File: config.mk
export PLATFORM = sky130hd
export DESIGN_NAME = disp_scan_mux
export DESIGN_NICKNAME = d
export VERILOG_FILES = /design/src/rtl/disp_pkg.sv /design/src/rtl/disp_prescaler.sv /design/src/rtl/disp_scan_mux.sv
export SDC_FILE = /design/constraint.sdc
export NUM_CORES = 1
export LEC_CHECK = 0
export CORE_MARGIN = 2
export CORE_UTILIZATION = 30
export DETAILED_ROUTE_END_ITERATION = 7
export DONT_BUFFER_PORTS = 1
export GPL_TIMING_DRIVEN = 1
export PLACE_DENSITY = 0.49
export SYNTH_ARGS = -nofsm -noshare
export SYNTH_HDL_FRONTEND = slang
export SYNTH_SLANG_ARGS = --single-unit
File: constraint.sdc
create_clock -name clk -period 6.9 [get_ports clk]
set_clock_uncertainty 0.2 [all_clocks]
set_input_delay 0 -clock clk [delete_from_list [all_inputs] [get_ports clk]]
set_output_delay 0 -clock clk [all_outputs]
set_load 0.05 [all_outputs]
File: src/rtl/disp_pkg.sv
// disp_pkg: shared constants and types for the 7-segment scan multiplexer.
// Holds the nibble width, the all-off anode select pattern and the digit
// index type for the default digit count.
package disp_pkg;

    localparam int NIBBLE_W    = 4;
    localparam int DIGITS_MAX  = 8;
    localparam int DISP_DIGITS = 4;

    // Anodes are active-low, so all ones turns every digit off; slice to DIGITS.
    localparam logic [DIGITS_MAX-1:0] SEL_OFF = '1;

    typedef logic [$clog2(DISP_DIGITS)-1:0] idx_t;

endpackage

File: src/rtl/disp_prescaler.sv
// disp_prescaler: free-running slot timer. Counts 0..PRESCALE-1 and asserts
// tick on the final count so each digit slot lasts exactly PRESCALE clocks.
module disp_prescaler #(
    parameter int PRESCALE = 50000
) (
    input  logic clk,
    input  logic rst_n,
    output logic tick
);

    localparam int                PCNT_W   = $clog2(PRESCALE);
    localparam logic [PCNT_W-1:0] PCNT_MAX = PCNT_W'(PRESCALE - 1);

    logic [PCNT_W-1:0] pcnt_q;
    logic [PCNT_W-1:0] pcnt_d;

    // Explicit wrap so non-power-of-two prescale values keep exact slot length.
    always_comb begin
        tick   = (pcnt_q == PCNT_MAX);
        pcnt_d = tick ? '0 : pcnt_q + 1'b1;
    end

    // Prescale counter register.
    always_ff @(posedge clk or negedge rst_n) begin
        if (!rst_n) begin
            pcnt_q <= '0;
        end else begin
            pcnt_q <= pcnt_d;
        end
    end

endmodule

File: src/rtl/disp_scan_mux.sv
// disp_scan_mux: time-multiplexed scanner for a common-anode multi-digit
// 7-segment display. A shadow register captures new values on load; they
// reach the displayed register only at frame boundaries so a scan never mixes
// two values. Optional leading-zero blanking is compiled in with DISP_LZB_EN.
import disp_pkg::*;

module disp_scan_mux #(
    parameter int DIGITS   = DISP_DIGITS,
    parameter int PRESCALE = 50000
) (
    input  logic                         clk,
    input  logic                         rst_n,
    input  logic [NIBBLE_W*DIGITS-1:0]   value_in,
    input  logic                         load,
    output logic [NIBBLE_W-1:0]          nibble,
    output logic [DIGITS-1:0]            digit_sel,
    output logic                         blank,
    output logic                         frame_done
);

    localparam int                 IDX_W       = $clog2(DIGITS);
    localparam logic [IDX_W-1:0]   IDX_LAST    = IDX_W'(DIGITS - 1);
    localparam logic [DIGITS-1:0]  SEL_ALL_OFF = SEL_OFF[DIGITS-1:0];

    logic                        tick;
    logic                        boundary;

    logic [IDX_W-1:0]            idx_q,        idx_d;
    logic [NIBBLE_W*DIGITS-1:0]  disp_q,       disp_d;
    logic [NIBBLE_W*DIGITS-1:0]  shadow_q,     shadow_d;
    logic                        pending_q,    pending_d;
    logic                        frame_done_q, frame_done_d;

    logic [DIGITS-1:0]           sel_on;
    logic [NIBBLE_W-1:0]         nib_cur;

    disp_prescaler #(
        .PRESCALE (PRESCALE)
    ) u_prescaler (
        .clk   (clk),
        .rst_n (rst_n),
        .tick  (tick)
    );

    // Slot advance, double-buffer handoff and frame pulse; a load coinciding
    // with the boundary bypasses the shadow and is shown immediately.
    always_comb begin
        boundary     = tick && (idx_q == IDX_LAST);
        idx_d        = idx_q;
        disp_d       = disp_q;
        shadow_d     = shadow_q;
        pending_d    = pending_q;
        frame_done_d = boundary;

        if (tick) begin
            idx_d = (idx_q == IDX_LAST) ? '0 : idx_q + 1'b1;
        end

        if (load) begin
            shadow_d  = value_in;
            pending_d = 1'b1;
        end

        if (boundary) begin
            pending_d = 1'b0;
            if (load) begin
                disp_d = value_in;
            end else if (pending_q) begin
                disp_d = shadow_q;
            end
        end
    end

    // Scan state registers; reset takes effect immediately, even mid-frame.
    always_ff @(posedge clk or negedge rst_n) begin
        if (!rst_n) begin
            idx_q        <= '0;
            disp_q       <= '0;
            shadow_q     <= '0;
            pending_q    <= 1'b0;
            frame_done_q <= 1'b0;
        end else begin
            idx_q        <= idx_d;
            disp_q       <= disp_d;
            shadow_q     <= shadow_d;
            pending_q    <= pending_d;
            frame_done_q <= frame_done_d;
        end
    end

    // Select the current digit's nibble and its anode, purely from registers.
    always_comb begin
        sel_on  = SEL_ALL_OFF;
        nib_cur = '0;
        for (int i = 0; i < DIGITS; i++) begin
            if (IDX_W'(i) == idx_q) begin
                sel_on[i] = 1'b0;
                nib_cur   = disp_q[i*NIBBLE_W +: NIBBLE_W];
            end
        end
    end

`ifdef DISP_LZB_EN
    logic upper_zero;

    // Blank a slot when it and every more-significant digit are zero; digit 0 stays lit.
    always_comb begin
        upper_zero = 1'b1;
        for (int i = 0; i < DIGITS; i++) begin
            if ((IDX_W'(i) >= idx_q) && (disp_q[i*NIBBLE_W +: NIBBLE_W] != '0)) begin
                upper_zero = 1'b0;
            end
        end
        blank = (idx_q != '0) && upper_zero;
    end
`else
    assign blank = 1'b0;
`endif

    assign nibble     = nib_cur;
    assign digit_sel  = blank ? SEL_ALL_OFF : sel_on;
    assign frame_done = frame_done_q;

endmodule

==> flow_summary.ini <==
[outcome]
outcome = completed

[floorplanning]
rows = 32
die_w_um = 92.5
start_util_pct = 30.7
core_area_sq_um = 7650
io_pins = 29
die_height_um = 92.5
die_area_sq_um = 8560

[clock_network]
cts_tree = done
clockBufferDepth = 2
cts_max_level = 2
cts_buffers = 5
clkTransAtPathRegs_ps = 100
cts_setup_buffers = 0
clockRootBuffer = clkbuf_8
clock_latency_ps = 300
cts_num_sinks = 52

[final_layout]
num_antenna_cells = 0
drive_gt1_share_pct = 24.1
stdcell_count = 305
area_delta_synth_final_pct = 16.3
fin_nets = 226

[routing]
vias = 1370
wl_met3_um = 98
wl_per_cell_um = 14.1
top_layer = met4
wirelength_met1_um = 2130
route.detailed.drc = 0
dr_wl_met2_um = 2030
antenna_left = 0
viasPerCell = 4.49
firstDrtPassIters = 4
initialDrtViolationCount = 39
routed_wl_um = 4300

[timing]
maxSlewHeadroom_pct = 30.7
worst_pin_slew_ps = 1030
layout_min_cycle_time_ps = 2990
finalCritPeriodShare_pct = 43.3
setup_viol = 0
hold_slack_ps = 12.7
rsz0062_at_grt = no
drv_slew = 0
setup_tns_ps = 0
finalWorstSetupSlack_ps = 3910
final-hold-violation-count = 0
clock.fmax_mhz = 334

[yosys]
async_reset_ff_share_pct = 100
synth_top_area_cell = dfrtp_1
synthesis.yosys.warnings = 0
synthSimpleGateAreaFrac_pct = 12.0
yosys-top-cells-count = dfrtp_1, mux2_2, nor2_1
ys.flop_type = dfrtp_1
synth_mux_area_share_pct = 16.9
synth_top_area_share_pct = 55.4
syn_inst = 183
syn_nets = 207
synth_xor_area_share_pct = 4.85
synth_area_leaders = dfrtp_1, mux2_2, mux2_4
syn_avg_cell_area_sq_um = 12.8
synth_area_sq_um = 2350
yosys.area_share.adder_pct = 2.66
synth_edf_count = 0
synth_top_family_by_area = multiplexers
synth_seq_area_share_pct = 55.4
yosysMostFrequentCell = dfrtp_1
synth_compound_area_share_pct = 3.78
synth_cell_types = 32
synth-seq-cells = 52

[setup_path]
crit_type = reg2reg
cp.arrival_ps = 2980
cp.required_ps = 6890
cp-end-kind = flop
critPathLaunchType = flop
cp_max_fo = 16

[flow_run]
cap_violations = 0

[worst_hold_path]
hold_path.class = in2async

[global_route]
grt_start_max_net_pins = 53
grt_pass1_vias = 1426
grt_antenna_before_repair = 0
grt_overflow = 0
track_usage_pct = 10.8
grt_pass1_wl_um = 7330

[placed_design]
port_buffers = 0
dp_slack_ps = 3910
place_inst = 278
hpwlAfterDp_um = 2890
gp_congestion = 0.745

[power]
vdd_drop_max_mv = 0.0881
cellPowerDensity_nw_per_um2 = 199
p_leak_nw = 1.22
## layout by cell type (no fill, tap or decap), types with 2 or more instances in the layout
| master | count |
|---|---|
| dfrtp_1 | 52 |
| nand2_1 | 10 |
| and2_1 | 4 |
| a221oi_1 | 4 |
| xor2_1 | 10 |
| dlygate4sd3_1 | 18 |
| inv_1 | 7 |
| mux2_2 | 22 |
| nor2_1 | 18 |
| nand3_1 | 5 |
| o21ai_0 | 2 |
| and4_1 | 2 |
| xnor2_1 | 3 |
| clkbuf_8 | 6 |
| nand4_1 | 5 |
| ha_1 | 5 |
| mux2_4 | 10 |
| o31ai_2 | 4 |
## registers in the layout, indices dropped and copies added, names as in the netlist
register / cells
disp_q: 16
pending_q: 1
frame_done: 1
shadow_q: 16
idx_q: 2
u_prescaler.pcnt_q: 16
## cell type report
cell class	instances	area [sq um]
fillers	759	4910
multi-input cells	116	970
inverters	7	26.3
clock inverters	1	7.51
clock buffers	7	86.3
flip-flops and latches	52	1300
well taps	102	128
repair buffers	20	215
## path summary, 6_finish.rpt
kind | startpoint | endpoint | slack [ps] | cells past startpoint
hold reg to reg | u_prescaler.pcnt_q[0]$_DFF_PN0_ | u_prescaler.pcnt_q[0]$_DFF_PN0_ | 280 | 1
setup reg to reg | u_prescaler.pcnt_q[4]$_DFF_PN0_ | disp_q[6]$_DFFE_PN0P_ | 3910 | 4
setup / recovery | u_prescaler.pcnt_q[4]$_DFF_PN0_ | disp_q[6]$_DFFE_PN0P_ | 3910 | 4
max in group asynchronous | rst_n | u_prescaler.pcnt_q[12]$_DFF_PN0_ | 6260 | 2
hold / removal | rst_n | disp_q[12]$_DFFE_PN0P_ | 10 | 2
min in group clk | value_in[10] | shadow_q[10]$_DFFE_PN0P_ | 200 | 2
## critical path, cell delays in order, from the launching register on
cell     delay [ps]
dfrtp_1         420
or4b_1          560
or4_1           540
or3_1           720
mux2_4          430
## metal layers
| metal | vias up | track usage [%] |
|---|---|---|
| met3 | 4 | 2.69 |
| li1 | 676 | - |
| met1 | 670 | 14.9 |
| met5 | - | 0 |
| met2 | 20 | 16.7 |
| met4 | 0 | 3.48 |
## through the flow
stage	area [sq um]	util (%)	total power, mW
floorplan	2350	-	0.351
global placement	2430	31.8	0.352
detailed placement	2430	31.8	0.353
CTS	2730	35.7	0.555
global route	2730	35.7	0.572
finish	2730	35.7	0.544
## power by group
part           total, mW  internal (mW)  leakage, nW  switching [mW]
Combinational     0.0422         0.0219        0.512          0.0203
Sequential         0.321          0.317        0.662         0.00389
Clock              0.181         0.0817       0.0445          0.0989
## timing repair
item,4_1_cts,5_1_grt
resized for setup,0,0
hold buffers,19,0
endpoints found under the setup margin,0,0
hold endpoints to repair,85,0
## cell families after synthesis
logic type,Yosys count
multiplexers,32
AND/OR/NAND/NOR,53
flip-flops,52
XOR/XNOR,13
AO/OA/AOI/OAI,12
adder cells (fa/ha/maj),5
other,1
buffers and inverters,15
No activity file was read; power rests on OpenSTA's default activity.
